==> src/rtl/multicycle_step_controller.sv <==
// ---------------------------------------------------------------------------
// multicycle_step_controller
//
// Sequencing control unit for the multicycle register/ALU datapath. It keeps
// its own two-bit step counter (T0..T3), accepts a start request in T0,
// decodes the instruction register and drives the register file, the A/G
// registers, the ALU, the IR load and the immediate bus.
//
// Ports
//   clk_i        rising-edge clock
//   rst_i        synchronous active-high reset; also forces all outputs to 0
//   run_i        start request, only looked at in T0
//   hold_i       stall; freezes the step and suppresses loads in T1..T3
//   INSTR_i      instruction register contents, valid from T1 onward
//   IMM_o        immediate value (zero- or sign-extended) for the bus
//   IMMout_o     IMM_o drives the bus this cycle
//   Rin_o        register-file write address
//   Rout_o       register-file read address
//   ENW_o        register-file write enable
//   ENR_o        register-file read enable
//   Ain_o        A register load
//   Gin_o        G register load
//   Gout_o       G register drives the bus
//   ALUcont_o    ALU operation code
//   Ext_o        external data onto the bus
//   IRin_o       instruction register load
//   busy_o       instruction in flight (T1..T3)
//   done_o       one-cycle pulse in the final step of an instruction
//   err_o        one-cycle pulse on an illegal opcode
//   step_o       current step, for debug
//
// Parameters
//   INSTR_W must be at least 2*REG_AW+6 so that rx, ry and FN fit below the
//   imm/isub flag bits. NREG must be a power of two, at least 2.
// ---------------------------------------------------------------------------
module multicycle_step_controller #(
  parameter int INSTR_W      = 10,
  parameter int DATA_W       = 10,
  parameter int NREG         = 4,
  parameter bit SIGN_EXT_IMM = 1'b0,
  localparam int REG_AW      = $clog2(NREG)
) (
  input  logic                clk_i,
  input  logic                rst_i,
  input  logic                run_i,
  input  logic                hold_i,
  input  logic [INSTR_W-1:0]  INSTR_i,
  output logic [DATA_W-1:0]   IMM_o,
  output logic                IMMout_o,
  output logic [REG_AW-1:0]   Rin_o,
  output logic [REG_AW-1:0]   Rout_o,
  output logic                ENW_o,
  output logic                ENR_o,
  output logic                Ain_o,
  output logic                Gin_o,
  output logic                Gout_o,
  output logic [3:0]          ALUcont_o,
  output logic                Ext_o,
  output logic                IRin_o,
  output logic                busy_o,
  output logic                done_o,
  output logic                err_o,
  output logic [1:0]          step_o
);

  // The immediate field spans everything below the imm/isub/rx fields.
  localparam int IMMV_W = INSTR_W - 2 - REG_AW;

  localparam logic [3:0] FN_LOAD = 4'h0;
  localparam logic [3:0] FN_COPY = 4'h1;
  localparam logic [3:0] FN_ADD  = 4'h2;
  localparam logic [3:0] FN_SUB  = 4'h3;
  localparam logic [3:0] FN_INV  = 4'h4;
  localparam logic [3:0] FN_FLP  = 4'h5;
  localparam logic [3:0] FN_AND  = 4'h6;
  localparam logic [3:0] FN_OR   = 4'h7;
  localparam logic [3:0] FN_XOR  = 4'h8;
  localparam logic [3:0] FN_LSL  = 4'h9;
  localparam logic [3:0] FN_LSR  = 4'hA;
  localparam logic [3:0] FN_ASR  = 4'hB;

  typedef enum logic [1:0] {
    T0 = 2'd0,
    T1 = 2'd1,
    T2 = 2'd2,
    T3 = 2'd3
  } step_e;

  step_e step_q;
  step_e step_d;

  logic              isImm;
  logic              isSub;
  logic [REG_AW-1:0] rx;
  logic [REG_AW-1:0] ry;
  logic [3:0]        fn;
  logic [IMMV_W-1:0] immv;
  logic [DATA_W-1:0] immExt;
  logic              isUnary;
  logic              isBinary;

  // Instruction field extraction.
  assign isImm = INSTR_i[INSTR_W-1];
  assign isSub = INSTR_i[INSTR_W-2];
  assign rx    = INSTR_i[2*REG_AW+3 : REG_AW+4];
  assign ry    = INSTR_i[REG_AW+3 : 4];
  assign fn    = INSTR_i[3:0];
  assign immv  = INSTR_i[IMMV_W-1:0];

  // Opcode classes. Everything from C to F falls in neither class and traps.
  assign isUnary  = (fn == FN_INV) || (fn == FN_FLP);
  assign isBinary = (fn == FN_ADD) || (fn == FN_SUB) || (fn == FN_AND) ||
                    (fn == FN_OR)  || (fn == FN_XOR) || (fn == FN_LSL) ||
                    (fn == FN_LSR) || (fn == FN_ASR);

  // Immediate extension to the datapath width; a field wider than the
  // datapath is simply truncated.
  generate
    if (IMMV_W >= DATA_W) begin : gImmTrunc
      assign immExt = immv[DATA_W-1:0];
    end else if (SIGN_EXT_IMM) begin : gImmSign
      assign immExt = {{(DATA_W-IMMV_W){immv[IMMV_W-1]}}, immv};
    end else begin : gImmZero
      assign immExt = {{(DATA_W-IMMV_W){1'b0}}, immv};
    end
  endgenerate

  // Step register. Reset returns to T0, abandoning any instruction in flight.
  always_ff @(posedge clk_i) begin
    if (rst_i) begin
      step_q <= T0;
    end else begin
      step_q <= step_d;
    end
  end

  // Next-step and output decode. Everything defaults to 0; while rst_i is
  // high nothing is decoded, so all outputs stay 0. A hold outside T0 keeps
  // the step and strips every load/pulse, leaving addresses and reads visible.
  always_comb begin
    step_d    = step_q;
    IMM_o     = '0;
    IMMout_o  = 1'b0;
    Rin_o     = '0;
    Rout_o    = '0;
    ENW_o     = 1'b0;
    ENR_o     = 1'b0;
    Ain_o     = 1'b0;
    Gin_o     = 1'b0;
    Gout_o    = 1'b0;
    ALUcont_o = 4'h0;
    Ext_o     = 1'b0;
    IRin_o    = 1'b0;
    busy_o    = 1'b0;
    done_o    = 1'b0;
    err_o     = 1'b0;
    step_o    = 2'd0;

    if (!rst_i) begin
      busy_o = (step_q != T0);
      step_o = step_q;

      case (step_q)
        T0: begin
          if (run_i) begin
            IRin_o = 1'b1;
            Ext_o  = 1'b1;
            step_d = T1;
          end
        end

        T1: begin
          if (isImm) begin
            Rout_o = rx;
            ENR_o  = 1'b1;
            Ain_o  = 1'b1;
            step_d = T2;
          end else if (fn == FN_LOAD) begin
            Ext_o  = 1'b1;
            Rin_o  = rx;
            ENW_o  = 1'b1;
            done_o = 1'b1;
            step_d = T0;
          end else if (fn == FN_COPY) begin
            Rout_o = ry;
            ENR_o  = 1'b1;
            Rin_o  = rx;
            ENW_o  = 1'b1;
            done_o = 1'b1;
            step_d = T0;
          end else if (isUnary) begin
            Rout_o    = ry;
            ENR_o     = 1'b1;
            Gin_o     = 1'b1;
            ALUcont_o = fn;
            step_d    = T2;
          end else if (isBinary) begin
            Rout_o = rx;
            ENR_o  = 1'b1;
            Ain_o  = 1'b1;
            step_d = T2;
          end else begin
            err_o  = 1'b1;
            step_d = T0;
          end
        end

        T2: begin
          if (isImm) begin
            IMM_o     = immExt;
            IMMout_o  = 1'b1;
            Gin_o     = 1'b1;
            ALUcont_o = isSub ? FN_SUB : FN_ADD;
            step_d    = T3;
          end else if (isUnary) begin
            Gout_o = 1'b1;
            Rin_o  = rx;
            ENW_o  = 1'b1;
            done_o = 1'b1;
            step_d = T0;
          end else if (isBinary) begin
            Rout_o    = ry;
            ENR_o     = 1'b1;
            Gin_o     = 1'b1;
            ALUcont_o = fn;
            step_d    = T3;
          end else begin
            // Only reachable if the IR changed under us; recover to idle.
            step_d = T0;
          end
        end

        T3: begin
          Gout_o = 1'b1;
          Rin_o  = rx;
          ENW_o  = 1'b1;
          done_o = 1'b1;
          step_d = T0;
        end

        default: begin
          step_d = T0;
        end
      endcase

      if (hold_i && (step_q != T0)) begin
        step_d = step_q;
        ENW_o  = 1'b0;
        Ain_o  = 1'b0;
        Gin_o  = 1'b0;
        IRin_o = 1'b0;
        done_o = 1'b0;
        err_o  = 1'b0;
      end
    end
  end

endmodule

==> config.mk <==
export PLATFORM = sky130hd
export DESIGN_NAME = multicycle_step_controller
export DESIGN_NICKNAME = d
export VERILOG_FILES = /design/src/rtl/multicycle_step_controller.sv
export SDC_FILE = /design/constraint.sdc
export NUM_CORES = 1
export LEC_CHECK = 0
export ABC_AREA = 1
export BUFFER_PORTS_ARGS = -buffer_cell sky130_fd_sc_hd__buf_2
export CAP_MARGIN = 20
export CORE_MARGIN = 2
export CORE_UTILIZATION = 36
export DETAILED_ROUTE_END_ITERATION = 7
export HOLD_SLACK_MARGIN = 0.12
export PLACE_DENSITY = 0.76
export SLEW_MARGIN = 20
export SYNTH_ARGS = -nofsm -noshare
export SYNTH_HDL_FRONTEND = slang
export SYNTH_SLANG_ARGS = --single-unit
==> constraint.sdc <==
create_clock -name clk_i -period 3.63 [get_ports clk_i]
set_input_delay 0.1815 -clock clk_i [delete_from_list [all_inputs] [get_ports clk_i]]
set_output_delay 0.1815 -clock clk_i [all_outputs]
set_load 0.05 [all_outputs]
-- Yosys cells after proc, flatten, opt, wreduce, memory -nomap -nowiden
Cells that the tools add are included.
- logic and storage cells: 123
- output and inout bits: 31
- register bits after elaboration: 2
- eq/ne operators: 15
- reductions and logical operators: 13
- bitwise gates (word level): 1
- mux-type cells: 93
- operators by type and width (operator ; count):
    $mux 2 ; 25
    $mux 1 ; 48
    $mux 4 ; 8
    $mux 6 ; 3
    $eq 4x3->1 const B ; 4
    $eq 4x4->1 const B ; 4
    $eq 4x2->1 const B ; 2
    $logic_or 1x1->1 ; 8
    $pmux 1 s2 ; 4
    $pmux 2 s4 ; 1
    $pmux 4 s2 ; 1
    $pmux 2 s3 ; 1
    $eq 2x2->1 const B ; 2
    $eq 4x1->1 const B ; 1
    $logic_not 4->1 ; 1
    $pmux 2 s2 ; 1
    $pmux 1 s3 ; 1
    $eq 2x1->1 const B ; 1
    $logic_not 2->1 ; 1
    $ne 2x2->1 const B ; 1
    $reduce_and 2->1 ; 1
    $reduce_bool 2->1 ; 1
    $logic_and 1x1->1 ; 1
    $not 1->1 ; 1

-- Logic depth before layout (Yosys ltp)
- depth in word-level cells: 16
- depth in mapped cells: 9
- depth with buffers taken out: 8

-- Worst setup path before layout
OpenSTA, ideal clock, no wires.
- path kind: reg2out
- from: reg step_q[0]
- to: out ALUcont_o[3]
- data required time: 3448 ps
- slack: 1171 ps
- path buffers: 0
- cell stages (with the launch flop): 5
- arrival: 2278 ps
- cell sequence: dfxtp_1 > inv_1 > ha_1 > nand2_1 > nor4_1
- cells in the longest elaborated chain, start to end: 3
- ends and longest elaborated chain (item ; RTL line ; text):
    start: declaration ; 89 ; step_e step_q;
    start signal: assignment ; 133 ; step_q <= step_d;
    $eq 2x2->1 or $eq 2x1->1 (tied branches) ; 163 ; case (step_q)
    $pmux 4 s2 (*) ; 163 ;
    $mux 4 (*) ; 159 ; if (!rst_i) begin
    end: declaration ; 57 ; output logic [3:0] ALUcont_o,
Every way passes the cells marked *; elsewhere a longest branch is shown, timed or not.

-- Worst setup path after layout
- from: reg step_q[0]
- to: out Rin_o[1]
- cells in the longest elaborated chain, start to end: 3
- ends and longest elaborated chain (item ; RTL line ; text):
    $eq 2x2->1 or $eq 2x1->1 (tied branches) ; 163 ;
    $pmux 2 s3 (*) ; 163 ;
    $mux 2 (*) ; 159 ;
    end: declaration ; 50 ; output logic [REG_AW-1:0] Rin_o,
Marked as above.

==> metrics <==
status=finished clean; Final Hold Viols=0; Setup Fix Bufs, Post-CTS=0; Power Total=0.1548 mW; detailed-route via count=773; post-route ant nets=0; Critical Path AT=roughly 1.8 ns; library cells used by synthesis=20; die area=1866 sq um; Most flops, register=step_q; largest net degree at the start of global routing=11; CP Capture Type=output pin; Multi-input gate area=just under 400 sq um; Synth Area in Simple Gates=~51%; first-pass GRT wire length=2518 um; min Tclk post-route=1.977 ns; Iter 0 DRT Violations=23; kind of critical path=reg2out; IO buf count=40; peak supply drop=0.0001617 V; CTS Sinks=2; Final setup viols=0; CP Launch Type=register; RSZ-0062 raised after global routing=no; worst slack, placed=between 1.5 and 2 ns; Diodes inserted=0; WP data required=~3.5 ns; maxcap violations=0; Vias/cell=4.862; placed wire-length estimate=approximately 1300 um; final design utilization=51.53%; grt ovf=0; routed wire length=1583 um; Die Wd=43.20 um; leakage dissipation=0.5114 nW; Rows=14; setup slack after layout=1.653 ns; FF+latch count, synth=2; post-synthesis cell count=just over 100; GR Util All Layers=17.44%; Power Dens Cells=204.2 nW/um^2; First-pass DRT Iterations=4; number of DRC violations after detailed routing=0; total I/O pin count=between 40 and 50; Synth Cell Area=553.0 sq um; setup tns final=0 ns; fin area=758.2 sq um; clock root buffer=clkbuf_4; CTS clk-pin slew, worst paths=0.03 ns; max-slew violations=0; H-tree levels=1; Placed Area=735.7 sq um; Post-Synth XOR/XNOR Area=0%; Avg Inst Size Synth=roughly 5.4 sq um; wire length per cell=9.956 um; Area Overhead vs Synth=37.10%; # nets final=roughly 160; clk_skew=0.003727 ns; Final period util=54.47%; placer congestion estimate=0.8277; post-synthesis compound-gate area fraction=9.276%; fillers=170; Num CTS Buffers=3; Seq. cell area=40.04 sq um; Post-Synth Adder-Cell Area=9.050%; Max Fanout on Critical Path=5; Reg2Reg Setup Slack=2.39 ns; biggest regs=step_q (2); # hold bufs at CTS=0; Seq/Total Area, Yosys=7.240%; mux contribution to synthesized area=0%; vias in the first global route=between 600 and 700; max reg flops=2; Initial Util=37.59%; clock buffer depth=2; die height=43.20 um; post-cts sizing count=0; CTS tree=done; largest family of logic cells by synthesized area=simple AND/OR/NAND/NOR gates; Max Clk Rate=between 500 and 600 MHz; synth warn=0; Worst-Skew Late Latency=0.22 ns; fraction of final layout cells sized beyond drive strength 1=37.06%; antenna violations before repair=0; core box area=1471 sq um; worst hold path class=in2reg
-- metrics by stage --
stage               std cells  hold slack (ns)
floorplan                 106           0.3738
global placement          156           0.4853
detailed placement        156           0.4943
CTS                       159           0.2572
global route              159           0.2666
finish                    159           0.2599
-- report_power, final --
| group | internal [mW] | switching [mW] | total, mW |
|---|---|---|---|
| logic | 0.0198 | 0.0615 | 0.0813 |
| clock network | 0.0364 | 0.0121 | 0.0486 |
| registers | 0.0236 | 0.00138 | 0.0250 |
| total | 0.0798 | 0.0750 | 0.155 |
-- worst max-delay path, stage by stage (launching register included) --
cell and delay, ns:
dfxtp_1 0.37, inv_1 0.09, ha_1 0.28, inv_1 0.13
nor2_1 0.06, a21oi_1 0.20, nand2_1 0.12, nand3_1 0.08
inv_1 0.04, buf_2 0.20
-- synthesized netlist by cell type --
cell | count | area (sq um)
nor3_1 | 1 | 5.000
nand4_1 | 2 | 12.51
nor4_1 | 1 | 6.260
conb_1 | 1 | 3.750
buf_4 | 5 | 37.54
nand2_1 | 21 | 78.83
a31oi_1 | 2 | 12.51
nor2_1 | 16 | 60.06
inv_1 | 17 | 63.81
nand3_1 | 13 | 65.06
buf_6 | 1 | 11.26
nand2_2 | 2 | 12.51
inv_2 | 4 | 15.01
a21oi_1 | 5 | 25.02
nand3_2 | 2 | 20.02
ha_1 | 4 | 50.05
a211oi_1 | 1 | 7.510
nor3_2 | 2 | 20.02
dfxtp_1 | 2 | 40.04
o22ai_1 | 1 | 6.260
-- layout by cell type (no fill, tap or decap), drive strengths merged, types with 3 or more instances in the layout --
master  count
conb        4
clkbuf      3
buf        40
ha          4
nand2      23
a21oi       5
inv        21
nor2       16
nor3        3
nand3      15
-- layer usage --
layer	part of all wire [%]	wire, um	global-route usage (%)
met2	49	777	28.36
met4	0	0	3.636
met1	41	643	22.39
met5	0	0	0
met3	10	162	5.532
-- worst paths after layout --
kind,from,endpoint,cells past startpoint
worst max-delay path,step_q[0],Rin_o[1],9
worst min-delay path,rst_i,step_q[0],2
worst max register to register,step_q[0],step_q[1],7
worst min register to register,step_q[0],step_q[0],2
-- cell type report --
cell class              count  share of cell area [%]
well taps                  16                   2.640
clock buffers               3                   2.970
multi-input cells          77                   52.31
inverters                  21                   10.40
flip-flops and latches      2                   5.281
repair buffers             40                   26.40
-- cells by family (layout without fill, tap and decap cells) --
logic type      Yosys count  count (layout)
compound gates            9               9
fa+ha+maj                 4               4
buf+inv                  27              64
flops                     2               2
other cells               1               4
simple gates             60              60
Power figures use the tool's default switching activity.
